### src/rtl/accumulator_buffer.sv
// accumulator_buffer: DEPTH-row, 2-column accumulator that collects one tile of aligned rows, then drains it over valid/ready.
// Define ACCUM_BUFFER_SAT_EN for saturating accumulation and the sticky sat_flag output.
`timescale 1ns/1ps
module accumulator_buffer #(
  parameter int DEPTH = 8,
  parameter int ACC_W = 32
) (
  input  logic                         clk,
  input  logic                         reset,
  input  logic                         valid_in,
  input  logic [15:0]                  in_col0,
  input  logic [15:0]                  in_col1,
  input  logic                         start,
  input  logic                         acc_mode,
  input  logic [$clog2(DEPTH+1)-1:0]   rows,
  output logic                         busy,
  output logic                         done,
  output logic                         out_valid,
  input  logic                         out_ready,
  output logic [ACC_W-1:0]             out_col0,
  output logic [ACC_W-1:0]             out_col1,
  output logic                         drop_err
`ifdef ACCUM_BUFFER_SAT_EN
  ,
  output logic                         sat_flag
`endif
);

  localparam int CNT_W = $clog2(DEPTH + 1);
  localparam int PTR_W = $clog2(DEPTH);

  typedef enum logic [1:0] {IDLE, FILL, DRAIN} state_t;

  state_t             state, state_d;
  logic [PTR_W-1:0]   wr_ptr, rd_ptr, last_ptr, last_ptr_d;
  logic               mode;
  logic [ACC_W-1:0]   mem0 [DEPTH];
  logic [ACC_W-1:0]   mem1 [DEPTH];
  logic [CNT_W-1:0]   rows_eff;
  logic [ACC_W-1:0]   ext0, ext1, wdata0, wdata1;
  logic               start_ok, wr_en, wr_last, xfer, rd_last;

  assign busy      = (state != IDLE);
  assign out_valid = (state == DRAIN);
  assign out_col0  = out_valid ? mem0[rd_ptr] : '0;
  assign out_col1  = out_valid ? mem1[rd_ptr] : '0;

  assign start_ok = (state == IDLE) && start;
  assign wr_en    = (state == FILL) && valid_in;
  assign wr_last  = wr_en && (wr_ptr == last_ptr);
  assign xfer     = out_valid && out_ready;
  assign rd_last  = xfer && (rd_ptr == last_ptr);

  // A row count of 0 or beyond DEPTH means a full tile; keep N-1 so pointers compare directly.
  assign rows_eff   = (rows == '0 || rows > CNT_W'(DEPTH)) ? CNT_W'(DEPTH) : rows;
  assign last_ptr_d = PTR_W'(rows_eff - CNT_W'(1));

  assign ext0 = {{(ACC_W-16){in_col0[15]}}, in_col0};
  assign ext1 = {{(ACC_W-16){in_col1[15]}}, in_col1};

`ifdef ACCUM_BUFFER_SAT_EN
  logic sat0, sat1;

  // Returns {overflow, clamped sum}; overflow when both operands share a sign the sum does not.
  function automatic logic [ACC_W:0] sat_add(input logic [ACC_W-1:0] a, input logic [ACC_W-1:0] b);
    logic [ACC_W-1:0] s;
    logic             ovf;
    s   = a + b;
    ovf = (a[ACC_W-1] == b[ACC_W-1]) && (s[ACC_W-1] != a[ACC_W-1]);
    if (ovf) s = a[ACC_W-1] ? {1'b1, {(ACC_W-1){1'b0}}} : {1'b0, {(ACC_W-1){1'b1}}};
    return {ovf, s};
  endfunction

  always_comb begin
    {sat0, wdata0} = mode ? sat_add(mem0[wr_ptr], ext0) : {1'b0, ext0};
    {sat1, wdata1} = mode ? sat_add(mem1[wr_ptr], ext1) : {1'b0, ext1};
  end
`else
  always_comb begin
    wdata0 = mode ? mem0[wr_ptr] + ext0 : ext0;
    wdata1 = mode ? mem1[wr_ptr] + ext1 : ext1;
  end
`endif

  // NOTE: next-state starts from the current state so every path assigns state_d and no latch is inferred.
  always_comb begin
    state_d = state;
    case (state)
      IDLE:    if (start)   state_d = FILL;
      FILL:    if (wr_last) state_d = DRAIN;
      DRAIN:   if (rd_last) state_d = IDLE;
      default:              state_d = IDLE;
    endcase
  end

  // NOTE: all sequential state uses non-blocking assignments so every flop samples pre-edge values.
  always_ff @(posedge clk or posedge reset) begin
    if (reset) state <= IDLE;
    else       state <= state_d;
  end

  always_ff @(posedge clk or posedge reset) begin
    if (reset) begin
      wr_ptr   <= '0;
      rd_ptr   <= '0;
      last_ptr <= '0;
      mode     <= 1'b0;
      done     <= 1'b0;
      drop_err <= 1'b0;
    end else begin
      done     <= rd_last;
      // A drop on the same edge as an accepted start still leaves the flag set.
      drop_err <= (start_ok ? 1'b0 : drop_err) | (valid_in && state != FILL);
      if (start_ok) begin
        mode     <= acc_mode;
        last_ptr <= last_ptr_d;
        wr_ptr   <= '0;
      end
      if (wr_en)   wr_ptr <= wr_ptr + PTR_W'(1);
      if (wr_last) rd_ptr <= '0;
      if (xfer)    rd_ptr <= rd_ptr + PTR_W'(1);
    end
  end

`ifdef ACCUM_BUFFER_SAT_EN
  always_ff @(posedge clk or posedge reset) begin
    if (reset) sat_flag <= 1'b0;
    else       sat_flag <= (start_ok ? 1'b0 : sat_flag) | (wr_en && (sat0 || sat1));
  end
`endif

  // NOTE: the accumulator array is reset on purpose; acc_mode tiles after reset must add onto zero.
  always_ff @(posedge clk or posedge reset) begin
    if (reset) begin
      for (int i = 0; i < DEPTH; i++) begin
        mem0[i] <= '0;
        mem1[i] <= '0;
      end
    end else if (wr_en) begin
      mem0[wr_ptr] <= wdata0;
      mem1[wr_ptr] <= wdata1;
    end
  end

endmodule

### config.mk
export PLATFORM = sky130hd
export DESIGN_NAME = accumulator_buffer
export DESIGN_NICKNAME = d
export VERILOG_FILES = /design/src/rtl/accumulator_buffer.sv
export SDC_FILE = /design/constraint.sdc
export NUM_CORES = 2
export LEC_CHECK = 0
export CAP_MARGIN = 20
export CORE_MARGIN = 1.5
export CORE_UTILIZATION = 50
export DETAILED_ROUTE_END_ITERATION = 7
export PLACE_DENSITY = 0.67
export SYNTH_ARGS = -nofsm -noshare
export SYNTH_HDL_FRONTEND = slang
export SYNTH_SLANG_ARGS = --single-unit
### constraint.sdc
create_clock -name clk -period 34.2 [get_ports clk]
set_clock_uncertainty 0.15 [all_clocks]
set_input_delay 3.42 -clock clk [delete_from_list [all_inputs] [get_ports clk]]
set_output_delay 3.42 -clock clk [all_outputs]
set_load 0.005 [all_outputs]
# Word level (Yosys, flattened, before mapping)
# Index checks and enable logic that the tools add are counted.
[totals]
register_bits = 526
in_bits = 42
out_inout_bits = 68
word_cells = 87
[classes]
add_sub_neg = 5
order_cmp = 4
n_eq_ne = 8
n_mux = 30
n_bitwise = 3
reduce_logical = 14
[op_table]
columns = ["cell", "count"]
rows = [
  ["$bwmux W256", 2],
  ["$mux W32", 13],
  ["$bmux W32 S3", 4],
  ["$demux W32 S3", 1],
  ["$add A32 B32 Y32", 2],
  ["$mux W3", 5],
  ["$ge A4 B4 Y1 const B", 2],
  ["$not A3 Y4", 2],
  ["$logic_and A1 B1 Y1", 7],
  ["$add A3 B1 Y3 const B", 2],
  ["$eq A3 B3 Y1", 2],
  ["$mux W2", 3],
  ["$pmux W2 S3", 1],
  ["$reduce_bool A2 Y1", 3],
  ["$gt A4 B4 Y1 const B", 1],
  ["$logic_not A4 Y1", 1],
  ["$lt A4 B1 Y1 const B", 1],
  ["$ne A2 B1 Y1 const B", 2],
  ["$ne A2 B2 Y1 const B", 2],
  ["$reduce_and A3 Y1", 1],
  ["$sub A3 B1 Y3 const B", 1],
  ["$eq A2 B1 Y1 const B", 1],
  ["$eq A2 B2 Y1 const B", 1],
  ["$logic_not A2 Y1", 1],
  ["3 further kinds", 3],
]

# Depth between registers and ports, before layout
[logic_depth]
depth_word = 7
ltp_mapped = 18
depth_no_buf = 12

# Worst setup path after synthesis
# No wires, ideal clock.
[synth_timing]
kind = "input -> register"
from = "input in_col1[0]"
to = "register mem1[118] (netlist bit)"
setup_ps = 138
t_arrival_ps = 5771
t_required_ps = 33912
path_slack_ps = 28140
path_stages = 10
n_path_buf = 0
cell_sequence = "ha_1 > fa_1 > a21oi_1 > o22ai_1 > and3_1 > o31ai_1 > a21oi_1 > or3_1 > a31oi_1 > o21ai_0"
[synth_between]
elab_chain_cells = 3
[synth_rtl]
columns = ["element", "line", "text"]
rows = [
  ["start, declared", "12", "input logic [15:0] in_col1,"],
  ["$add A32 B32 Y32", "81", "wdata1 = mode ? mem1[wr_ptr] + ext1 : ext1;"],
  ["$mux W32", "81", ""],
  ["$bwmux W256", "141", "mem1[wr_ptr] <= wdata1;"],
  ["end signal, assigned by index", "141", ""],
  ["end, declared", "38", "logic [ACC_W-1:0] mem1 [DEPTH];"],
]
# Every way passes these cells.
# A chain may end at the register's enable or synchronous reset.

# Worst setup path in the final report
[layout_timing]
from = "register rd_ptr[0]"
to = "output out_col1[27]"
[layout_between]
elab_chain_cells = 5
[layout_rtl]
columns = ["element", "line", "text"]
rows = [
  ["start, declared", "35", "logic [PTR_W-1:0] wr_ptr, rd_ptr, last_ptr, last_ptr_d;"],
  ["start signal, assigned", "121", "if (xfer) rd_ptr <= rd_ptr + PTR_W'(1);"],
  ["$not A3 Y4 (not written as such)", "46", "assign out_col1 = out_valid ? mem1[rd_ptr] : '0;"],
  ["$bmux W32 S3", "46", ""],
  ["$mux W32 (not written as such) (2 in a row)", "46", ""],
  ["$mux W32", "46", ""],
  ["end, declared", "21", "output logic [ACC_W-1:0] out_col1,"],
]
# Every way passes these cells. The select of a mux whose other input is x is not followed.

==> metrics.md <==
| Metric | Value |
|---|---|
| Top cell type's share of synthesized area | 0.419 |
| Critical path start-end classification | flip-flop to output port |
| Post-layout min period | 8.51 ns |
| Die Wd | around 250 um |
| Resized Gates After CTS | 0 |
| Slew Viols, Final | 0 |
| CP cell instances | buf_4 -> buf_4 -> mux4_2 -> mux2i_1 -> nor2_1 -> clkdlybuf4s50_1 |
| Hold/Removal Path Class | flip-flop to flip-flop |
| WP data arrival | 4.94 ns |
| CTS tree | built |
| Clk slew on worst S/H paths | about 0.060 ns |
| Die Y | around 250 um |
| Post-synth ARST share | 1.00 |
| WHS | 0.350 ns |
| Setup TNS | 0 ns |
| Sequential power share | 0.307 |
| DRT antenna net count | 0 |
| Pwr dens | 103 nW/um2 |
| Layout area overhead | 12.2% |
| Worst slew margin | 0.235 |
| Routed wire length | 86,600 um |
| Syn nets | around 3,000 |
| #FFs+latches synth | around 530 |
| WL/cell | 22.8 um |
| Top Family by Delay on Critical Path | buffers and inverters |
| Commonest cells in the netlist | dfrtp_1, nand2_1, o21ai_0, mux4_2, nor2_1 |
| Vias in the first global route | 24,600 |
| Highest net fanout along the worst path | 49 |
| Critical Path Most Common Cell | buf_4 |
| Most numerous cell in the Yosys netlist | dfrtp_1 |
| Port Buffers | 109 |
| Switching pwr | about 0.0015 W |
| Number of DRC markers in iteration 0 | around 2,000 |
| DR vias | about 24,000 |
| Combinational Power Share | 0.516 |
| P_leak | between 10 and 15 nW |
| Worst slew pin tran | 1.14 ns |
| Post-Syn Area per Cell | roughly 11 um2 |
| # IOs | between 100 and 150 |
| Most common flop cell mapped by yosys | dfrtp_1 |
| Maximum buffer depth of the clock tree | 3 |
| Via density | around 6.4 |
| H-tree depth | 2 |
| Clk sink count | ~530 |
| Top cells by area, synth | dfrtp_1, mux4_2, mux2_2, o21ai_0, nand2_1 |
| Synth Warn # | 0 |
| Setup crit start kind | flip-flop |
| Core box area | between 60,000 and 70,000 um2 |
| Outcome | completed |
| Finish-stage setup viols | 0 |
| Switch share | 0.422 |
| Tot GR Track Use | 0.276 |
| Initial Util | 0.507 |
| First-pass GRT wire length | around 140,000 um |
| Final Cycle Share | 0.249 |
| Fin nets | roughly 3,000 |
| CTS Hold Bufs | 0 |
| WP buf/inv | 3 |
| Peak VDD IR | ~0.057 mV |
| Int Pwr | 0.00210 W |
| DRC viols | 0 |
| Grt total ovfl | 0 |
| Cts bufs inserted | 57 |
| 1st-pass router iterations | 5 |
| Clock root cell | clkbuf_16 |
| Synth cell types | 76 |
| Post-Syn Area | around 31,000 um2 |
| Post-CTS setup buffers | 0 |
| Largest net degree at the start of global routing | between 150 and 200 |
| Number of flops mapped to enable cells by yosys | 0 |
| FP Rows | 91 |
| Area leader, netlist | dfrtp_1 |
| RSZ-0062 raised after global routing | no |
| Crit. End Element | output port |
| Post-synthesis sequential area ratio | 0.419 |
| Die area | 64,300 um2 |
| Gpl congestion | 0.860 |
| CP peak stage delay | ~0.93 ns |
| Fin. Hold Viols | 0 |
| Synth Instances | slightly below 3,000 |
| Share of layout cells above drive strength 1 | 0.206 |
| Max Cap Viol | 0 |
| Critical path data required time | just over 30 ns |
| Number of antenna violations at the first check in global routing | 1 |
| Part of the power in the clock network | 0.178 |
| Critical Path Slowest Stage Cell | dfrtp_4 |
| Detail Placement HPWL | roughly 53,000 um |
| Fmax | around 120 MHz |
| Later-pin clock latency in the skew report | 0.64 ns |
power by group through the flow:
stage / logic (W) / clock network (W) / registers [W]
2_1_floorplan: 0.00147 / 0 / 0.00101
3_3_place_gp: 0.00179 / 0 / 0.00109
3_5_place_dp: 0.00185 / 0 / 0.00112
4_1_cts: 0.00186 / 0.000656 / 0.00111
5_1_grt: 0.00205 / 0.000681 / 0.00115
6_report: 0.00187 / 0.000644 / 0.00111
flip-flops by register name (all words and copies together) (netlist names), 2 cells and up:
| name | flops |
|---|---|
| mem1 | 256 |
| last_ptr | 3 |
| state | 2 |
| wr_ptr | 3 |
| mem0 | 256 |
| rd_ptr | 3 |
cell families (layout without fill, tap and decap cells):
group,Yosys count,after routing,synth area share
compound gates,709,709,0.130
xor+xnor,46,46,0.0131
fa+ha+maj,67,67,0.0272
buf+inv,251,286,0.0307
flops,526,526,0.419
mux,509,509,0.271
other cells,0,1,0
simple gates,810,810,0.109
final timing paths:
path	endpoint	start	slack, ns	cells past startpoint
max	out_col1[27]	rd_ptr[0]	25.69	6
min	mem0[34]	mem0[34]	0.35	2
max reg2reg	mem1[124]	wr_ptr[1]	27.99	12
min reg2reg	mem0[34]	mem0[34]	0.35	2
max in group asynchronous	wr_ptr[2]	reset	28.88	5
min in group asynchronous	mem1[135]	reset	3.07	2
routing by layer:
metal  up-vias  track usage  share of wire
li1      10800            -              -
met1     12200        0.370           0.41
met5         -            0              0
met4         0        0.103          0.034
met3       194       0.0370          0.065
met2       895        0.459           0.49
cell usage in the layout (no fill, tap or decap), types with 13 or more instances in the layout:
| master | instances |
|---|---|
| a31oi_1 | 19 |
| inv_1 | 21 |
| a21o_1 | 33 |
| xor2_1 | 24 |
| clkdlybuf4s50_1 | 109 |
| nor2b_1 | 14 |
| dfrtp_1 | 519 |
| ha_1 | 65 |
| o31ai_1 | 14 |
| mux2_2 | 162 |
| nor3_1 | 43 |
| mux2i_1 | 91 |
| nand3_1 | 59 |
| mux4_2 | 256 |
| a21oi_1 | 180 |
| and3_1 | 13 |
| o21ai_1 | 34 |
| xnor2_1 | 21 |
| o21ai_0 | 333 |
| clkbuf_16 | 58 |
| nor4_1 | 15 |
| nand2_1 | 412 |
| buf_4 | 41 |
| nor2_1 | 193 |
through the flow:
| stage | cell area (um2) | utilization | total power, W | setup WS (ns) | std cells |
|---|---|---|---|---|---|
| floorplan | 31400 | - | 0.00248 | 15.93 | 2918 |
| global placement | 33100 | 0.534 | 0.00288 | 26.21 | 3674 |
| detailed placement | 33100 | 0.535 | 0.00297 | 26.18 | 3675 |
| CTS | 35100 | 0.566 | 0.00363 | 25.51 | 3781 |
| global route | 35200 | 0.569 | 0.00388 | 25.32 | 3791 |
| finish | 35200 | 0.569 | 0.00363 | 25.69 | 3791 |
layout make-up:
cell class | instances | area [um2]
repair buffers | 157 | 1570
fillers | 5209 | 26700
multi-input cells | 2141 | 17400
inverters | 23 | 93.8
flip-flops and latches | 526 | 13200
clock inverters | 25 | 303
well taps | 837 | 1050
diodes | 1 | 2.50
clock buffers | 81 | 1650
worst register-to-register path: stages, from the launching register on:
cell and delay [ns]:
dfrtp_4 1.08, buf_4 0.73, buf_4 0.80, mux4_2 0.66, mux2_2 0.31, ha_1 0.40
and3_1 0.24, nand2_1 0.08, or4_1 0.41, o21ai_1 0.31, a21oi_1 0.14, a311oi_2 0.53
mux2_2 0.28
Note: power is estimated with default switching activity, not from simulation.
